**config.mk**
```make
export PLATFORM = sky130hd
export DESIGN_NAME = act_feeder
export DESIGN_NICKNAME = d
export VERILOG_FILES = /design/src/rtl/act_feeder.sv
export SDC_FILE = /design/constraint.sdc
export NUM_CORES = 1
export LEC_CHECK = 0
export CAP_MARGIN = 25
export CORE_ASPECT_RATIO = 2
export CORE_MARGIN = 1
export CORE_UTILIZATION = 45
export DETAILED_ROUTE_END_ITERATION = 12
export GPL_TIMING_DRIVEN = 0
export PLACE_DENSITY = 0.83
export SYNTH_ARGS = -nofsm -noshare
export SYNTH_HDL_FRONTEND = slang
export SYNTH_SLANG_ARGS = --single-unit
```
**constraint.sdc**
```tcl
create_clock -name clk -period 2.9 [get_ports clk]
set_clock_uncertainty 0.2 [all_clocks]
set_input_delay 0.29 -clock clk [delete_from_list [all_inputs] [get_ports clk]]
set_output_delay 0.29 -clock clk [all_outputs]
set_load 0.02 [all_outputs]
```
**src/rtl/act_feeder.sv**
```systemverilog
// act_feeder: fetches num_vec activation vectors from SRAM starting at base_addr,
// pushes them into input_buffer (load_en/out_en/in_act), then flushes the per-row
// skew with ARRAY_W-1 zero vectors and pulses done.
// Optional build macro: ACT_RELU_EN -- clamps negative lanes of fetched vectors to 0.

`ifndef ARRAYWIDTH
`define ARRAYWIDTH 8
`endif
`ifndef DATASIZE
`define DATASIZE 8
`endif

module act_feeder #(
  parameter int ARRAY_W = `ARRAYWIDTH,
  parameter int DATA_W  = `DATASIZE,
  parameter int ADDR_W  = 10,
  parameter int CNT_W   = 10
) (
  input  logic                      clk,
  input  logic                      rst,
  input  logic                      start,
  input  logic [ADDR_W-1:0]         base_addr,
  input  logic [CNT_W-1:0]          num_vec,
  input  logic                      stall,
  output logic                      mem_rd_en,
  output logic [ADDR_W-1:0]         mem_addr,
  input  logic [ARRAY_W*DATA_W-1:0] mem_rd_data,
  output logic [ARRAY_W*DATA_W-1:0] in_act,
  output logic                      load_en,
  output logic                      out_en,
  output logic                      busy,
  output logic                      done
);

  localparam int VEC_W      = ARRAY_W * DATA_W;
  localparam int DCNT_W     = (ARRAY_W > 1) ? $clog2(ARRAY_W) : 1;
  localparam int DRAIN_LAST = (ARRAY_W > 1) ? ARRAY_W - 2 : 0;

  localparam logic [1:0] S_IDLE  = 2'd0;
  localparam logic [1:0] S_FETCH = 2'd1;
  localparam logic [1:0] S_DRAIN = 2'd2;
  localparam logic [1:0] S_FIN   = 2'd3;

  logic [1:0]        state_q, state_d;
  logic [ADDR_W-1:0] base_q;
  logic [CNT_W-1:0]  num_q;
  logic [CNT_W-1:0]  reads_q;
  logic [CNT_W-1:0]  pushes_q;
  logic [DCNT_W-1:0] drain_q;
  logic [ADDR_W-1:0] addr_q;
  logic              inflight_q;   // a read was issued last cycle; its data is on mem_rd_data now
  logic              hold_full_q;  // returned data parked because the push was stalled
  logic [VEC_W-1:0]  hold_data_q;

  logic              in_idle, in_fetch, in_drain;
  logic              avail;
  logic              push;
  logic              rd_en;
  logic [ADDR_W-1:0] rd_addr;
  logic [VEC_W-1:0]  cur_data;
  logic [VEC_W-1:0]  fetch_vec;
  logic              last_push;
  logic              last_drain;

  assign in_idle  = (state_q == S_IDLE);
  assign in_fetch = (state_q == S_FETCH);
  assign in_drain = (state_q == S_DRAIN);

  // Returning data is usable the cycle it arrives; the hold register only covers stalls,
  // so both are never occupied at once (a new read needs the hold to empty first).
  assign avail    = inflight_q | hold_full_q;
  assign cur_data = hold_full_q ? hold_data_q : mem_rd_data;

  assign push  = !stall && ((in_fetch && avail) || in_drain);
  assign rd_en = in_fetch && (reads_q < num_q) && !stall && (!avail || push);

  assign rd_addr   = base_q + ADDR_W'(reads_q);
  assign mem_rd_en = rd_en;
  assign mem_addr  = rd_en ? rd_addr : addr_q;

  assign last_push  = in_fetch && push && (pushes_q == (num_q - CNT_W'(1)));
  assign last_drain = in_drain && push && (drain_q == DCNT_W'(DRAIN_LAST));

  for (genvar gi = 0; gi < ARRAY_W; gi++) begin : g_lane
    logic [DATA_W-1:0] lane;
    assign lane = cur_data[gi*DATA_W +: DATA_W];
`ifdef ACT_RELU_EN
    assign fetch_vec[gi*DATA_W +: DATA_W] = lane[DATA_W-1] ? '0 : lane;
`else
    assign fetch_vec[gi*DATA_W +: DATA_W] = lane;
`endif
  end

  assign in_act  = (push && in_fetch) ? fetch_vec : '0;
  assign load_en = push;
  assign out_en  = push;
  assign busy    = !in_idle;
  assign done    = (state_q == S_FIN);

  // Next-state selection for the fetch / drain / finish sequence.
  always_comb begin
    state_d = state_q;
    case (state_q)
      S_IDLE:  if (start) state_d = (num_vec == '0) ? S_FIN : S_FETCH;
      S_FETCH: if (last_push) state_d = (ARRAY_W > 1) ? S_DRAIN : S_FIN;
      S_DRAIN: if (last_drain) state_d = S_FIN;
      default: state_d = S_IDLE;
    endcase
  end

  // State register; reset aborts any sequence without a done pulse.
  always_ff @(posedge clk or negedge rst) begin
    if (!rst) state_q <= S_IDLE;
    else      state_q <= state_d;
  end

  // Sequence parameters, counters, read tracking and the stall hold register.
  always_ff @(posedge clk or negedge rst) begin
    if (!rst) begin
      base_q      <= '0;
      num_q       <= '0;
      reads_q     <= '0;
      pushes_q    <= '0;
      drain_q     <= '0;
      addr_q      <= '0;
      inflight_q  <= 1'b0;
      hold_full_q <= 1'b0;
      hold_data_q <= '0;
    end else begin
      if (in_idle && start) begin
        base_q   <= base_addr;
        num_q    <= num_vec;
        reads_q  <= '0;
        pushes_q <= '0;
        drain_q  <= '0;
      end
      if (rd_en) begin
        reads_q <= reads_q + CNT_W'(1);
        addr_q  <= rd_addr;
      end
      inflight_q <= rd_en;
      if (inflight_q && !push) begin
        hold_full_q <= 1'b1;
        hold_data_q <= mem_rd_data;
      end else if (push && in_fetch) begin
        hold_full_q <= 1'b0;
      end
      if (push && in_fetch) pushes_q <= pushes_q + CNT_W'(1);
      if (push && in_drain) drain_q <= drain_q + DCNT_W'(1);
    end
  end

endmodule
```
==> flow_summary.ini, run 1 <==
[floorplan]
dieArea_mm2 = 0.0156
die_x_um = 88.8
start_util_pct = 46.0
fp-row-count = 63
fp.dieH_um = 176
core_area_mm2 = 0.0147
io_pins = 167

[place]
place_congestion = 0.810
io_buffers = 166
place_ws_ns = -0.681
post-dp-hpwl_um = 13000
place_area_mm2 = 0.00872

[power]
p_leak_uw = 0.00476
power.internal_uw = 7060
p_clk_share_pct = 19.8
peakVddDrop_mv = 0.608
comb_power_share_pct = 53.8
totalPowerFinal_uw = 11500
pwr-share-seq_pct = 26.4
cellPowerDensity_mw_per_mm2 = 1140
switching_share_pct = 38.5
power.switching_uw = 4430

[timing]
finalHoldViolCount = 0
fmax_ghz = 0.327
setup_viol = 9
maxSlewViolCount = 0
min_period_ns = 3.06
relSlewSlack_pct = 50.6
grt_setup_unrepaired = yes
holdWs_ns = 0.130
tightestPinTransition_ns = 0.740
fin_tns_setup_ns = -1.10
period_share_pct = 105
fin_ws_ns = -0.155

[worst_setup_path]
startpoint_type = flop
cp-end-kind = output pin
critical_path.max_fanout = 5
arrival_ns = 2.57
crit_required_ns = 2.41
critical_path_class = reg -> out

[finish]
final_cell_mix = 111 x dfrtp_1, 90 x clkdlybuf4s50_1, 81 x nor2_1
fin_area_mm2 = 0.0101
nets = 980
mostFrequentLayoutCell = dfrtp_1
drive_gt1_share_pct = 27.9
areaGrowthSynthToFinish_pct = 49.0
n_antenna_cell = 0

[detailed_routing]
routed-wl-met3_um = 1120
dr.pass1.iters = 6
vias = 5931
wirelength_um = 20900
topRoutingLayerUsed = met4
dr_wl_met2_um = 11600
drc = 0
antenna_left = 0
wl_per_cell_um = 19.5
wl_met1_um = 7020
post_drt_via_cell_ratio = 5.53
drt-initial-drc-count = 383

[yosys]
synth_seq_cells = 121
yosysUniqueCellTypes = 51
synth_area_leaders = dfrtp_1 45%, mux2_2 10%, mux2i_1 10%
synth_area_leader_cell = dfrtp_1
yosysWarnings = 0
async_reset_ff_share_pct = 100
seq_area_frac_synth_pct = 44.6
synth-main-ff-cell = dfrtp_1
synth_edf_count = 0
syn_nets = 748
synthCells = 632
synth_area_mm2 = 0.00678
postSynthAreaPerCell_um2 = 10.7
synth_top_area_share_pct = 44.6

[clock_network]
cts_tree = done
worstSkewPairLatency_ns = 0.41
cts-root-buf = clkbuf_16
h-tree-depth = 4
cts_buffers = 17
clock_sinks = 121
clk_pin_slew_ns = 0.06
cts_max_path_buffers = 2

[status]
violations = negative setup slack
outcome = complete, but fails checks

[grt]
grt_max_degree = 91
grt_pass1_vias = 6258
grt_pass1_wl_um = 31200
track_usage_pct = 27.2
overflow = 0
antenna_found_initial = 0

[hold_path]
hold_path.class = in -> async

[flow_run]
maxCapViolations = 0
==> state kept, by name (all words and copies together), names as in the netlist <==
| register | count |
|---|---|
| pushes_q | 10 |
| hold_full_q | 1 |
| reads_q | 10 |
| base_q | 10 |
| addr_q | 10 |
| hold_data_q | 64 |
| drain_q | 3 |
| state_q | 2 |
| inflight_q | 1 |
| num_q | 10 |
==> synthesized netlist by cell type, types with 3 or more instances <==
library cell    n
dfrtp_1       121
nor2_1         83
mux2i_1        69
mux2_2         62
mux2_1         31
inv_1          28
ha_1           27
nand2_1        25
o21ai_0        25
nand3_1        22
clkbuf_1       17
xnor2_1        15
a21oi_1         9
nor3_1          8
xor2_1          8
nand2b_1        7
buf_1           6
buf_2           6
and3_1          5
nand4_1         5
o221ai_1        5
o211ai_1        3
o21ai_1         3
o41ai_1         3
or2_2           3
==> worst paths after layout <==
kind / start / end / slack (ns) / depth (start not counted)
setup / recovery: reads_q[3] / mem_addr[4] / -0.16 / 8
hold / removal: rst / hold_data_q[38] / 0.13 / 2
setup reg to reg: state_q[0] / base_q[8] / 0.14 / 6
hold reg to reg: hold_data_q[25] / hold_data_q[25] / 0.29 / 1
max in group asynchronous: rst / num_q[8] / 1.55 / 3
min in group clk: base_addr[1] / base_q[1] / 0.29 / 2
==> metal layers <==
| layer | vias up | GRT usage [%] |
|---|---|---|
| li1 | 2695 | - |
| met1 | 2885 | 26.0 |
| met2 | 261 | 47.9 |
| met3 | 90 | 8.79 |
| met4 | 0 | 18.2 |
| met5 | - | 0 |
==> cells by family (layout without fill, tap and decap cells) <==
family                   count (synthesis)  count (layout)  share of synthesized area, %
AO/OA/AOI/OAI                           70              70                          6.77
XOR/XNOR                                23              23                          2.97
adder cells (fa/ha/maj)                 28              28                          5.28
buffers and inverters                   59             304                          3.43
flip-flops                             121             121                          44.6
multiplexers                           162             162                          25.6
AND/OR/NAND/NOR                        169             169                          11.3
==> metrics by stage <==
step	util [%]	cells
floorplan	-	632
detailed placement	59.2	995
global route	68.6	1072
global placement	58.9	993
CTS	66.8	1059
finish	68.6	1072
==> power by group through the flow <==
stage          Combinational, µW  Clock [µW]  Sequential, µW
3_3_place_gp                4650           0            2990
3_5_place_dp                4760           0            3040
2_1_floorplan               3320           0            2860
6_report                    6180        2280            3030
5_1_grt                     6610        2370            3120
4_1_cts                     5600        2300            2990
==> layout make-up <==
type                    instances  area, µm²
flip-flops and latches        121       3040
inverters                      29        111
well taps                     195        244
plain buffers                  30        199
repair buffers                213       1980
clock buffers                  20        457
multi-input cells             452       3910
clock inverters                12        171
fillers                      1087       4640
==> critical path, stage by stage, from the launching register on <==
cell and delay [ns]:
dfrtp_2 0.46, ha_2 0.20, or3_4 0.36, a211oi_4 0.23, o21a_2 0.22, nor2_4 0.06
buf_8 0.16, mux2_4 0.32, buf_6 0.13
==> what timing repair did <==
item | 4_1_cts | 5_1_grt
hold buffers | 1 | 0
cloned | 1 | 0
pin swaps | 14 | 17
resized for setup | 216 | 48
hold endpoints to repair | 37 | 0
buffers inserted | 30 | 15
endpoints found under the setup margin | 75 | 102
(Power assumes the default switching activity.)
==> inputs of run 2 (changes only) <==
--- a/config.mk
+++ b/config.mk
@@ -12,6 +12,7 @@
 export DETAILED_ROUTE_END_ITERATION = 12
 export GPL_TIMING_DRIVEN = 0
 export PLACE_DENSITY = 0.83
+export REMOVE_ABC_BUFFERS = 1
 export SYNTH_ARGS = -nofsm -noshare
 export SYNTH_HDL_FRONTEND = slang
 export SYNTH_SLANG_ARGS = --single-unit
==> run 2 against run 1 <==
Against the previous run:
- the run still ends with negative setup slack left
- maximum frequency increased by 0.15%
- via count is 2.3% lower
- register-to-register slack improved by 0.05 ns
- sequential power rose by 2%
- first-iteration DRC count shrank 39%
- setup slack gained 0.0045 ns
- global-route usage is 2.9 points lower
- critical path depth down 2
- clock-buffer cell count is 2 lower
- largest cell class unchanged
- highest routed layer unchanged
==> flow_summary.ini, run 2 (same netlist as run 1, synthesis figures left out) <==
[finish]
fin_area_mm2 = 0.00996
final_util_pct = 67.5
final_cell_mix = 112 x dfrtp_1, 101 x clkdlybuf4s50_1, 82 x nor2_1
multi_input_area_mm2 = 0.00385
nets = 939
largest_register = hold_data_q
largest_register_ffs = 64
drive_gt1_share_pct = 23.8
n_antenna_cell = 0
stdcell_count = 1031
mostFrequentLayoutCell = dfrtp_1
areaGrowthSynthToFinish_pct = 46.8
n_fill_cell = 1064
seqCellArea_mm2 = 0.00304

[detailed_routing]
drc = 0
post_drt_via_cell_ratio = 5.62
vias = 5792
wirelength_um = 19300
dr.pass1.iters = 4
drt-initial-drc-count = 232
wl_per_cell_um = 18.7
antenna_left = 0

[worst_setup_path]
crit_family = compound AO/OA/AOI/OAI gates
critPathBufInv = 1
r2r_start = state_q[1]
r2r-end = hold_data_q[19]
slowest_stage = dfrtp_1
crit_required_ns = 2.41
cp-end-kind = output pin
arrival_ns = 2.56
startpoint_type = flop
path_cells = ha_1, a2111oi_4, o21a_4, nor2_4, mux2_4, buf_6
critical_path_class = reg -> out
r2r_cells = 6
regToRegSetupSlack_ns = 0.19
critical_path.max_fanout = 7
crit_path_max_incr_delay_ns = 0.48

[power]
cellPowerDensity_mw_per_mm2 = 1120
peakVddDrop_mv = 0.963
p_leak_uw = 0.00491

[timing]
min_period_ns = 3.05
fin_ws_ns = -0.151
finalHoldViolCount = 0
relSlewSlack_pct = 39.6
period_share_pct = 105
maxSlewViolCount = 0
setup_viol = 11
grt_setup_unrepaired = yes
fmax_ghz = 0.328
tightestPinTransition_ns = 0.906

[floorplan]
core_area_mm2 = 0.0147
fp-row-count = 63
die_x_um = 88.8
fp.dieH_um = 176
start_util_pct = 46.0
io_pins = 167
dieArea_mm2 = 0.0156

[clock_network]
cts-root-buf = clkbuf_16
worstSkewPairLatency_ns = 0.41
cts_buffers = 17
clock_sinks = 121
h-tree-depth = 4
clk_pin_slew_ns = 0.06
cts_tree = done
cts_max_path_buffers = 2

[place]
io_buffers = 166
place_area_mm2 = 0.00871
place_congestion = 0.879
dp.cells = 969
post-dp-hpwl_um = 12300

[flow_run]
maxCapViolations = 0

[grt]
grt_max_degree = 69
track_usage_pct = 24.3
antenna_found_initial = 0
grt_pass1_wl_um = 28600
grt_pass1_vias = 6031
overflow = 0

[status]
outcome = complete, but fails checks
violations = negative setup slack

[hold_path]
hold_path.class = in -> async
==> run 2: cell count changes in the layout (fill, tap and decap cells not counted), sizes merged, moves of 2 or more <==
cell	change
clkdlybuf4s50	+11
clkinv	+2
clkdlybuf4s15	-3
clkbuf	-18
nor2	+2
dlymetal6s2s	+23
clkinvlp	-2
buf	-27
dlygate4sd2	-31
==> run 2: layout make-up <==
cell class / instances / share of cell area (%)
clock buffers: 18 / 4.41
clock inverters: 14 / 2.21
inverters: 29 / 1.09
multi-input cells: 454 / 38.7
flip-flops and latches: 121 / 30.5
well taps: 195 / 2.45
repair buffers: 200 / 20.6
==> run 2: worst reg2reg max path, cell delays in order, from the launching register on <==
cell,delay [ns]
dfrtp_1,0.41
inv_1,0.14
ha_4,0.21
o21ai_0,0.11
a21oi_1,0.28
nand2b_4,0.76
mux2_1,0.48
==> run 2: worst max path at each step <==
stage | cells past startpoint | endpoint | slack, ns | start
finish | 6 | mem_addr[0] | -0.15 | reads_q[7]
global route | 6 | mem_addr[0] | -0.17 | reads_q[7]
CTS | 7 | mem_addr[9] | -0.08 | reads_q[3]
detailed placement | 9 | mem_addr[6] | -0.77 | num_q[4]
global placement | 4 | pushes_q[7] | -7.91 | hold_full_q
floorplan | 4 | pushes_q[7] | -4.14 | hold_full_q
==> run 2: power breakdown <==
part	switching [µW]	total [µW]	internal (µW)
Sequential	608	3090	2490
Clock	808	2360	1550
Combinational	2800	5670	2870
==> run 2: what timing repair did <==
action	in CTS	in global routing
resized for setup	142	41
setup endpoints to repair	83	63
gates cloned	2	0
hold endpoints to repair	53	0
pin swaps	16	10
setup buffers	25	3
hold buffers	1	0
==> run 2: routing by layer <==
metal / global-route usage (%) / vias to the layer above / wire, µm
met2: 45.8 / 241 / 10800
met3: 5.26 / 84 / 972
met5: 0 / - / 0
met1: 21.7 / 2836 / 6340
met4: 17.1 / 0 / 1190
li1: - / 2631 / -
==> run 2: through the flow <==
| stage | total power, µW | TNS (ns) | hold slack, ns | setup WS (ns) |
|---|---|---|---|---|
| 2_1_floorplan | 6220 | -483.26 | -0.206 | -4.14 |
| 3_3_place_gp | 7680 | -1230.68 | 0.271 | -7.91 |
| 3_5_place_dp | 7770 | -10.02 | 0.0864 | -0.768 |
| 4_1_cts | 10900 | -0.576 | 0.224 | -0.0758 |
| 5_1_grt | 11700 | -1.67 | 0.249 | -0.172 |
| 6_report | 11100 | -1.35 | 0.215 | -0.151 |
==> inputs of run 3 (changes only) <==
--- a/config.mk
+++ b/config.mk
@@ -7,7 +7,6 @@
 export LEC_CHECK = 0
 export CAP_MARGIN = 25
 export CORE_ASPECT_RATIO = 2
-export CORE_MARGIN = 1
 export CORE_UTILIZATION = 45
 export DETAILED_ROUTE_END_ITERATION = 12
 export GPL_TIMING_DRIVEN = 0
@@ -16,3 +15,4 @@
 export SYNTH_ARGS = -nofsm -noshare
 export SYNTH_HDL_FRONTEND = slang
 export SYNTH_SLANG_ARGS = --single-unit
+export TNS_END_PERCENT = 10
==> run 3 against run 2 <==
Against the previous run:
- the flow still finishes with violations (negative setup slack)
- cell area up 0.11%
- sequential power increased by 1%
- maximum frequency increased by 0.22%
- critical path depth increased by 4
- register-to-register slack hardly changed
- flip-flop and latch count stayed put
- setup slack improved by 0.0066 ns
- clock-buffer cell count did not move
- largest cell class unchanged
==> flow_summary.ini, run 3 (same netlist as run 1, synthesis figures left out) <==
[detailed_routing]
drc = 0
vias = 5846
wl_per_cell_um = 18.8
post_drt_via_cell_ratio = 5.65
dr.pass1.iters = 4
antenna_left = 0
wirelength_um = 19400
drt-initial-drc-count = 227

[timing]
grt_setup_unrepaired = yes
fmax_ghz = 0.329
min_period_ns = 3.04
finalHoldViolCount = 0
setup_viol = 8
fin_tns_setup_ns = -0.956
tightestPinTransition_ns = 0.901
maxSlewViolCount = 0
relSlewSlack_pct = 39.9
holdWs_ns = 0.213
fin_ws_ns = -0.144
period_share_pct = 105

[place]
place_ws_ns = -0.768
post-dp-hpwl_um = 12300
io_buffers = 166
place_congestion = 0.879
dp.cells = 969

[floorplan]
io_pins = 167
fp.dieH_um = 176
fp-row-count = 63
die_x_um = 88.8
start_util_pct = 46.0
core_area_mm2 = 0.0147
dieArea_mm2 = 0.0156

[worst_setup_path]
critPathBufInv = 3
slowest_stage = dfrtp_2
cp_num_cells = 10
r2r_cells = 7
arrival_ns = 2.55
crit_top_cell = buf_6
crit_path_max_incr_delay_ns = 0.44
critical_path.max_fanout = 4
crit_required_ns = 2.41
cp-end-kind = output pin
path_cells = buf_6, inv_1, fa_2, nor2b_4, o21ai_2, a21oi_2, o41ai_2, xnor2_1, mux2_4, buf_6
critical_path_class = reg -> out
startpoint_type = flop
crit_family = flip-flops

[finish]
mostFrequentLayoutCell = dfrtp_1
n_antenna_cell = 0
largest_register = hold_data_q
stdcell_count = 1034
seqCellArea_mm2 = 0.00304
drive_gt1_share_pct = 24.4
largest_register_ffs = 64
final_cell_mix = 112 x dfrtp_1, 99 x clkdlybuf4s50_1, 82 x nor2_1
nets = 942
areaGrowthSynthToFinish_pct = 47.0
multi_input_area_mm2 = 0.00387
n_fill_cell = 1061

[clock_network]
cts_buffers = 17
clock_sinks = 121
cts_tree = done
clk_pin_slew_ns = 0.06
cts-root-buf = clkbuf_16
h-tree-depth = 4
cts_max_path_buffers = 2
worstSkewPairLatency_ns = 0.41

[power]
cellPowerDensity_mw_per_mm2 = 1130
totalPowerFinal_uw = 11200
peakVddDrop_mv = 0.978
p_leak_uw = 0.00475

[status]
violations = negative setup slack
outcome = complete, but fails checks

[grt]
grt_pass1_vias = 6041
track_usage_pct = 24.5
overflow = 0
grt_max_degree = 69
grt_pass1_wl_um = 28800
antenna_found_initial = 0

[flow_run]
maxCapViolations = 0

[hold_path]
hold_path.class = in -> async
-- run 3: cell types whose count changed in the layout (fill, tap and decap cells not counted), sizes merged --
cell | previous run | this run
buf | 45 | 48
clkdlybuf4s15 | 0 | 12
clkdlybuf4s50 | 101 | 99
dlygate4sd2 | 28 | 29
dlymetal6s2s | 23 | 12
-- run 3: per-stage QoR --
stage	area [µm²]	utilization (%)
detailed placement	8710	59.1
floorplan	6660	-
CTS	9790	66.4
finish	9970	67.6
global placement	8560	58.1
global route	9970	67.6
-- run 3: where the power goes --
| part | internal, µW | switching, µW |
|---|---|---|
| combinational | 2920 | 2830 |
| clock | 1560 | 814 |
| sequential | 2490 | 640 |
| total | 6960 | 4280 |
-- run 3: path summary, 6_finish.rpt --
kind / startpoint / endpoint / slack [ns]
worst min-delay path: rst / hold_data_q[1] / 0.21
worst max-delay path: reads_q[1] / mem_addr[8] / -0.14
min in group clk: hold_data_q[32] / hold_data_q[32] / 0.29
max in group asynchronous: rst / hold_data_q[8] / 1.55
worst min register to register: hold_data_q[32] / hold_data_q[32] / 0.29
worst max register to register: num_q[4] / state_q[1] / 0.18
-- run 3: per-layer routing --
metal	global-route usage (%)	part of all wire [%]	vias to the layer above
met5	0	0	-
met4	14.9	5.0	0
met3	5.26	5.6	81
met2	46.8	57	269
met1	22.3	33	2868
li1	-	-	2628
-- run 3: worst register-to-register path, cell delays in order (launching register included) --
cell	delay [ns]
dfrtp_2	0.42
buf_4	0.17
nor4_2	0.54
nand2_1	0.15
o311a_1	0.36
o31ai_1	0.11
a41oi_2	0.30
mux2_2	0.36
-- run 3: what timing repair did --
| item | in CTS | in global routing |
|---|---|---|
| gates resized for setup | 155 | 48 |
| setup endpoints to repair | 83 | 119 |
| pin swaps | 16 | 15 |
| cloned | 2 | 0 |
| endpoints found under the hold margin | 53 | 0 |
| setup buffers | 24 | 7 |
| hold buffers | 1 | 0 |
-- run 3: final cells by class --
type                            count  area share, %
Multi-Input combinational cell    454           38.8
Sequential cell                   121           30.5
Clock buffer                       18           4.41
Inverter                           29           1.12
Tap cell                          195           2.45
Timing Repair Buffer              203           20.5
Clock inverter                     14           2.21
